===== src/rtl/msg_pkg.sv =====
// Shared definitions for the serial message path: FSM state encoding,
// message type, word geometry and a width helper for byte counters.
package msg_pkg;

  localparam int WORD_BYTES = 4;

  typedef enum logic [1:0] {
    ST_IDLE    = 2'd0,
    ST_COLLECT = 2'd1,
    ST_FLUSH   = 2'd2
  } msg_state_e;

  typedef enum logic {
    MSG_PARTICLE = 1'b0,
    MSG_MAP      = 1'b1
  } msg_type_e;

  // Number of bits needed to hold the unsigned value itself (not value-1).
  function automatic int min_bit_width(input int value);
    int width;
    width = 1;
    while ((value >> width) != 0) width = width + 1;
    return width;
  endfunction

endpackage


===== src/rtl/msg_byte_packer.sv =====
// Big-endian byte-to-word packer shared by both message types. Holds the
// shift word and the within-word byte index; the owner decides when a word
// is complete and when leftover bytes are flushed.
module msg_byte_packer
  import msg_pkg::*;
(
  input  logic                            clk,
  input  logic                            reset,
  input  logic                            load_i,
  input  logic                            clear_i,
  input  logic [7:0]                      byte_i,
  output logic [31:0]                     word_o,
  output logic [31:0]                     pad_word_o,
  output logic [$clog2(WORD_BYTES)-1:0]   idx_o,
  output logic                            last_o
);

  localparam int IDX_W = $clog2(WORD_BYTES);

  logic [31:0]      shift_q, shift_d;
  logic [IDX_W-1:0] idx_q, idx_d;

  // Next shift word / index: clear wins over load.
  always_comb begin
    // NOTE: every _d signal takes its held value first, so no branch can leave it unassigned and infer a latch.
    shift_d = shift_q;
    idx_d   = idx_q;
    if (clear_i) begin
      shift_d = '0;
      idx_d   = '0;
    end else if (load_i) begin
      shift_d = {shift_q[23:0], byte_i};
      idx_d   = idx_q + IDX_W'(1);
    end
  end

  // Shift word and index registers.
  always_ff @(posedge clk) begin
    // NOTE: non-blocking assignments so every register samples pre-edge values regardless of statement order.
    if (reset) begin
      shift_q <= '0;
      idx_q   <= '0;
    end else begin
      shift_q <= shift_d;
      idx_q   <= idx_d;
    end
  end

  // Word completed by the byte currently presented (valid when last_o).
  assign word_o     = {shift_q[23:0], byte_i};
  // Held bytes moved to the top, low bytes zero-filled.
  assign pad_word_o = shift_q << (8 * (WORD_BYTES - int'(idx_q)));
  assign idx_o      = idx_q;
  assign last_o     = (idx_q == IDX_W'(WORD_BYTES - 1));

endmodule


===== src/rtl/msg_word_loader.sv =====
// Turns the byte stream of a serial message receiver into 32-bit buffer
// writes, one write port per message type, with per-type write pointers.
module msg_word_loader
  import msg_pkg::*;
#(
  parameter int PARTICLE_MESSAGE_LENGHT = 8,
  parameter int MAP_MESSAGE_LENGHT      = 16,
  parameter int PARTICLE_ADDR_WIDTH     = 8,
  parameter int MAP_ADDR_WIDTH          = 10
) (
  input  logic                           clk,
  input  logic                           reset,
  input  logic [7:0]                     msg_in,
  input  logic                           particle_data_flag,
  input  logic                           map_data_flag,
  input  logic                           data_valid,
  input  logic                           ptr_clear,
  output logic                           particle_we,
  output logic [PARTICLE_ADDR_WIDTH-1:0] particle_addr,
  output logic [31:0]                    particle_wdata,
  output logic                           map_we,
  output logic [MAP_ADDR_WIDTH-1:0]      map_addr,
  output logic [31:0]                    map_wdata,
  output logic                           particle_msg_done,
  output logic                           map_msg_done,
  output logic                           msg_error
);

  localparam int MAX_LEN = (PARTICLE_MESSAGE_LENGHT > MAP_MESSAGE_LENGHT) ?
                           PARTICLE_MESSAGE_LENGHT : MAP_MESSAGE_LENGHT;
  localparam int CNT_W   = min_bit_width(MAX_LEN);
  localparam logic [CNT_W-1:0] P_LEN = CNT_W'(PARTICLE_MESSAGE_LENGHT);
  localparam logic [CNT_W-1:0] M_LEN = CNT_W'(MAP_MESSAGE_LENGHT);

  msg_state_e state_q, state_d;
  msg_type_e  type_q, type_d;
  logic [CNT_W-1:0] cnt_q, cnt_d;
  logic             dv_q;

  logic [PARTICLE_ADDR_WIDTH-1:0] p_ptr_q, p_ptr_d, p_addr_q, p_addr_d;
  logic [MAP_ADDR_WIDTH-1:0]      m_ptr_q, m_ptr_d, m_addr_q, m_addr_d;
  logic [31:0] p_wdata_q, p_wdata_d, m_wdata_q, m_wdata_d;
  logic p_we_q, p_we_d, m_we_q, m_we_d;
  logic p_done_q, p_done_d, m_done_q, m_done_d, err_q, err_d;

  logic accept, type_flag, wr_en, pk_load, pk_clear, pk_last;
  logic [CNT_W-1:0] cur_len, start_len;
  logic [31:0] wr_word, pk_word, pk_pad;
  logic [$clog2(WORD_BYTES)-1:0] pk_idx;

  // One byte per rising edge of data_valid, however long it stays high.
  assign accept    = data_valid & ~dv_q;
  assign type_flag = (type_q == MSG_MAP) ? map_data_flag : particle_data_flag;
  assign cur_len   = (type_q == MSG_MAP) ? M_LEN : P_LEN;
  assign start_len = map_data_flag ? M_LEN : P_LEN;

  msg_byte_packer u_packer (
    .clk        (clk),
    .reset      (reset),
    .load_i     (pk_load),
    .clear_i    (pk_clear),
    .byte_i     (msg_in),
    .word_o     (pk_word),
    .pad_word_o (pk_pad),
    .idx_o      (pk_idx),
    .last_o     (pk_last)
  );

  // Message FSM next state plus registered-output next values.
  always_comb begin
    state_d   = state_q;
    type_d    = type_q;
    cnt_d     = cnt_q;
    p_ptr_d   = p_ptr_q;
    m_ptr_d   = m_ptr_q;
    p_addr_d  = p_addr_q;
    m_addr_d  = m_addr_q;
    p_wdata_d = p_wdata_q;
    m_wdata_d = m_wdata_q;
    p_we_d    = 1'b0;
    m_we_d    = 1'b0;
    p_done_d  = 1'b0;
    m_done_d  = 1'b0;
    err_d     = 1'b0;
    pk_load   = 1'b0;
    pk_clear  = 1'b0;
    wr_en     = 1'b0;
    wr_word   = '0;

    unique case (state_q)
      ST_IDLE: begin
        if (accept) begin
          if (particle_data_flag ^ map_data_flag) begin
            type_d  = map_data_flag ? MSG_MAP : MSG_PARTICLE;
            cnt_d   = CNT_W'(1);
            pk_load = 1'b1;
            state_d = (start_len == CNT_W'(1)) ? ST_FLUSH : ST_COLLECT;
          end else begin
            err_d = 1'b1;  // ambiguous or missing type: drop the byte
          end
        end
      end
      ST_COLLECT: begin
        if (!type_flag) begin
          // Sender abandoned the message: forget the partial word.
          err_d    = 1'b1;
          pk_clear = 1'b1;
          cnt_d    = '0;
          state_d  = ST_IDLE;
        end else if (accept) begin
          pk_load = 1'b1;
          cnt_d   = cnt_q + CNT_W'(1);
          if (pk_last) begin
            wr_en   = 1'b1;
            wr_word = pk_word;
          end
          if (cnt_d == cur_len) state_d = ST_FLUSH;
        end
      end
      ST_FLUSH: begin
        if (pk_idx != '0) begin
          wr_en   = 1'b1;
          wr_word = pk_pad;
        end
        if (type_q == MSG_MAP) m_done_d = 1'b1;
        else                   p_done_d = 1'b1;
        pk_clear = 1'b1;
        cnt_d    = '0;
        state_d  = ST_IDLE;
      end
      default: state_d = ST_IDLE;
    endcase

    // A write always goes to the latched type only, so the strobes are exclusive.
    if (wr_en) begin
      if (type_q == MSG_MAP) begin
        m_we_d    = 1'b1;
        m_addr_d  = m_ptr_q;
        m_wdata_d = wr_word;
        m_ptr_d   = m_ptr_q + MAP_ADDR_WIDTH'(1);
      end else begin
        p_we_d    = 1'b1;
        p_addr_d  = p_ptr_q;
        p_wdata_d = wr_word;
        p_ptr_d   = p_ptr_q + PARTICLE_ADDR_WIDTH'(1);
      end
    end

    // Clear overrides the post-increment; a coincident write keeps its old address.
    if (ptr_clear) begin
      p_ptr_d = '0;
      m_ptr_d = '0;
    end
  end

  // State, pointer and output registers.
  always_ff @(posedge clk) begin
    if (reset) begin
      state_q   <= ST_IDLE;
      type_q    <= MSG_PARTICLE;
      cnt_q     <= '0;
      dv_q      <= 1'b0;
      p_ptr_q   <= '0;
      m_ptr_q   <= '0;
      p_addr_q  <= '0;
      m_addr_q  <= '0;
      p_wdata_q <= '0;
      m_wdata_q <= '0;
      p_we_q    <= 1'b0;
      m_we_q    <= 1'b0;
      p_done_q  <= 1'b0;
      m_done_q  <= 1'b0;
      err_q     <= 1'b0;
    end else begin
      state_q   <= state_d;
      type_q    <= type_d;
      cnt_q     <= cnt_d;
      dv_q      <= data_valid;
      p_ptr_q   <= p_ptr_d;
      m_ptr_q   <= m_ptr_d;
      p_addr_q  <= p_addr_d;
      m_addr_q  <= m_addr_d;
      p_wdata_q <= p_wdata_d;
      m_wdata_q <= m_wdata_d;
      p_we_q    <= p_we_d;
      m_we_q    <= m_we_d;
      p_done_q  <= p_done_d;
      m_done_q  <= m_done_d;
      err_q     <= err_d;
    end
  end

  assign particle_we       = p_we_q;
  assign particle_addr     = p_addr_q;
  assign particle_wdata    = p_wdata_q;
  assign map_we            = m_we_q;
  assign map_addr          = m_addr_q;
  assign map_wdata         = m_wdata_q;
  assign particle_msg_done = p_done_q;
  assign map_msg_done      = m_done_q;
  assign msg_error         = err_q;

endmodule


===== config.mk =====
export PLATFORM = sky130hd
export DESIGN_NAME = msg_word_loader
export DESIGN_NICKNAME = d
export VERILOG_FILES = /design/src/rtl/msg_pkg.sv /design/src/rtl/msg_byte_packer.sv /design/src/rtl/msg_word_loader.sv
export SDC_FILE = /design/constraint.sdc
export NUM_CORES = 1
export LEC_CHECK = 0
export BUFFER_PORTS_ARGS = -buffer_cell sky130_fd_sc_hd__buf_2
export CAP_MARGIN = 20
export CORE_ASPECT_RATIO = 1.4
export CORE_MARGIN = 2
export CORE_UTILIZATION = 50
export CTS_CLUSTER_DIAMETER = 40
export DETAILED_ROUTE_END_ITERATION = 8
export GPL_ROUTABILITY_DRIVEN = 0
export HOLD_SLACK_MARGIN = 0.15
export PLACE_DENSITY_LB_ADDON = 0.3
export SLEW_MARGIN = 20
export SYNTH_ARGS = -nofsm -noshare
export SYNTH_HDL_FRONTEND = slang
export SYNTH_SLANG_ARGS = --single-unit

===== constraint.sdc =====
create_clock -name clk -period 2.85 [get_ports clk]
set_input_delay 0.1425 -clock clk [delete_from_list [all_inputs] [get_ports clk]]
set_output_delay 0.1425 -clock clk [all_outputs]
set_load 0.005 [all_outputs]

==> flow_summary.toml <==
[run_status]
outcome = "complete, no violations"

[sta]
finalHoldViolCount = 0
rsz0062_at_grt = "false"
slew_violations = 0
layout_worst_path_cycle_share_pct = 86.9
min_period_ns = 2.48
skew_ns = 0.0108
setup_viol = 0
max_clock_freq_mhz = 404
slew_headroom_pct = 39.3
fin_tns_setup_ns = 0
tightest_slew_ns = 0.911
hold_ws_ns = 0.175

[cells_and_area]
layout.cells.non_filler = 947
antenna_cells = 0
syn2layout_area_growth_pct = 22.7
final_nets = 810
drive_gt1_share_pct = 21.0

[floorplanning]
die_area_sq_um = 13100
rows = 47
start_util_pct = 51.4
dieHeight_microns = 135
core_area_sq_um = 11900
die_w_microns = 97.4
io_pins = 101

[critical_path]
required_ns = 3.15
timing.rr.end = "type_q"
worstPathMaxFanout = 7
end_kind = "register"
startpoint_type = "register"
reg2reg_from = "state_q[0]"
reg2reg_depth = 8
crit_type = "register to register"
rrSetupSlack_ns = 0.37
critical_path_arrival_ns = 2.78

[clock_network]
clk_path_buf_depth = 2
cts_setup_buffers = 0
h-tree-depth = 4
cts_tree = "yes"
cts-root-buf = "clkbuf_16"
clk_latency_ns = 0.42
cts_made_buffers = 17
path_clk_slew_ns = 0.06
cts.sinks = 148

[synth]
synth_edf_count = 0
synth_top_area_share_pct = 48.6
syn_avg_cell_area_sq_um = 8.90
syn_area_sq_um = 6100
synth.area.top_cells = "dfxtp_1 49%, nor2_1 8.6%, mux2i_1 5.9%, a211oi_1 5.9%, nand2_1 3.4%"
synth_warnings = 0
syn-num-nets = 709
yosysMostFrequentCell = "dfxtp_1"
synthCells = 686
yosys-top-cells-count = "148 x dfxtp_1, 140 x nor2_1, 55 x nand2_1"
async_reset_ff_share_pct = 0
yosysUniqueCellTypes = 45
synth_ff_type = "dfxtp_1"
synth_seq_cells = 148
synth_top_area_cell = "dfxtp_1"
ys_seq_area_share_pct = 48.6

[global_routing]
grt-ovfl-total = 0
grt_max_degree = 87
grt_util_all_layers_pct = 24.0
grt_pass1_wl_microns = 25800
grt_pass1_vias = 5141
antenna_found_initial = 0

[pwr]
pwr-share-clk_pct = 47.8
p_sw_share_pct = 25.3
power_frac_seq_pct = 46.1
total_power_uw = 4600
p_int_uw = 3440
p_per_area_nw_per_um2 = 614
p_switching_uw = 1160
power_frac_comb_pct = 6.1
max-vdd-ir-drop_uv = 469
leakage_uw = 0.00308

[hold_path]
hold_depth = 4
hold_start = "particle_data_flag"
min_path_type = "input pin to register"
min_to = "msg_error"

[route]
first_pass_iters = 5
drcViolationCount = 0
avgRoutedWirePerCell_microns = 16.7
drt_iter0_markers = 342
viasPerCell = 5.66
drtAntennaViolNets = 0
vias = 5364
drt_wl_total_microns = 15800

[place]
hpwl_microns = 10800
place_inst = 901
portBuffers = 100

[job]
max-cap-violations = 0
-- area by class of cell --
| cell class | count | area [sq um] |
|---|---|---|
| Clock buffer | 17 | 425 |
| Clock inverter | 15 | 156 |
| Fill cell | 1010 | 4390 |
| Inverter | 12 | 45.0 |
| Multi-Input combinational cell | 476 | 2900 |
| Sequential cell | 148 | 2960 |
| Tap cell | 147 | 184 |
| Timing Repair Buffer | 132 | 813 |
-- routing by layer --
layer	GRT usage, %	routed length [microns]
met1	28.8	6420
met2	42.0	8040
met3	4.66	773
met4	10.0	537
met5	0	0
-- layout by cell type (no fill, tap or decap), types with 2 or more instances in the layout --
master         instances
nand4_1               11
xnor2_1                6
buf_12                 3
buf_2                100
dlygate4sd3_1         14
ha_1                   9
clkbuf_16             17
nor3_4                 2
xor2_1                11
o31a_1                 2
clkinvlp_4             3
o21ai_0                7
a22oi_1               17
nor4_1                 2
inv_1                 12
and3_1                 4
nand2b_1               2
nor2b_1                2
a21oi_1               37
mux2i_1               36
buf_4                 15
inv_6                  7
inv_8                  3
nor3b_1                7
mux2_2                 9
nor3_1                16
and4_1                 3
dfxtp_1              148
or4_1                  4
nand3_1               10
a211oi_1              48
and2_1                 2
or3_1                  4
a222oi_1               8
nand2_1               55
nor2_1               140
o2bb2ai_1              8
-- worst max path at each step --
stage / start / endpoint / slack (ns) / depth (start not counted)
floorplan: u_packer.idx_o[0] / map_wdata[19] / 0.1 / 9
global placement: state_q[1] / particle_wdata[24] / 0.64 / 8
detailed placement: state_q[0] / map_wdata[23] / 0.53 / 7
CTS: state_q[0] / map_wdata[8] / 0.46 / 7
global route: state_q[0] / map_wdata[8] / 0.25 / 7
finish: state_q[0] / type_q / 0.37 / 8
-- repair_timing --
item / 4_1_cts / 5_1_grt
gates resized for setup: 0 / 0
hold buffers: 14 / 0
endpoints found under the hold margin: 21 / 0
-- per-stage QoR --
stage               cell area [sq um]  setup slack [ns]  utilization (%)
floorplan                        6100            0.0998                -
global placement                 6770             0.641             57.0
detailed placement               6770             0.534             57.0
CTS                              7490             0.460             63.1
global route                     7490             0.248             63.1
finish                           7490             0.374             63.1
-- critical path, stage by stage, from the launching register on --
cell,delay [ns]
dfxtp_1,0.42
inv_1,0.09
ha_1,0.30
nand2_1,0.09
nor2_1,0.04
o21ai_0,0.15
dlygate4sd3_1,0.59
a21oi_1,0.07
dlygate4sd3_1,0.61
-- cell families (layout without fill, tap and decap cells) --
group                      after synthesis  in the layout  synth area share [%]
AOI/OAI and AO/OA                      136            136                  15.7
adders and majority gates                9              9                  1.85
buffers and inverters                   62            176                  4.31
and+or+nand+nor                        269            269                  19.6
muxes                                   45             45                  7.57
xor gates and xnor gates                17             17                  2.44
DFF                                    148            148                  48.6
-- power groups by stage --
stage	logic, uW	clock network, uW	registers [uW]
6_report	281	2200	2120
3_3_place_gp	252	0	2160
5_1_grt	307	2310	2120
4_1_cts	277	2220	2120
2_1_floorplan	191	0	2150
3_5_place_dp	260	0	2160
-- state kept, by name (all words and copies together) (netlist names), 5 cells and up --
| signal | cells |
|---|---|
| cnt_q | 5 |
| m_ptr_q | 10 |
| map_addr | 10 |
| map_wdata | 32 |
| p_ptr_q | 8 |
| particle_addr | 8 |
| particle_wdata | 32 |
| u_packer.shift_q | 32 |
Note: power is estimated with default switching activity, not from simulation.
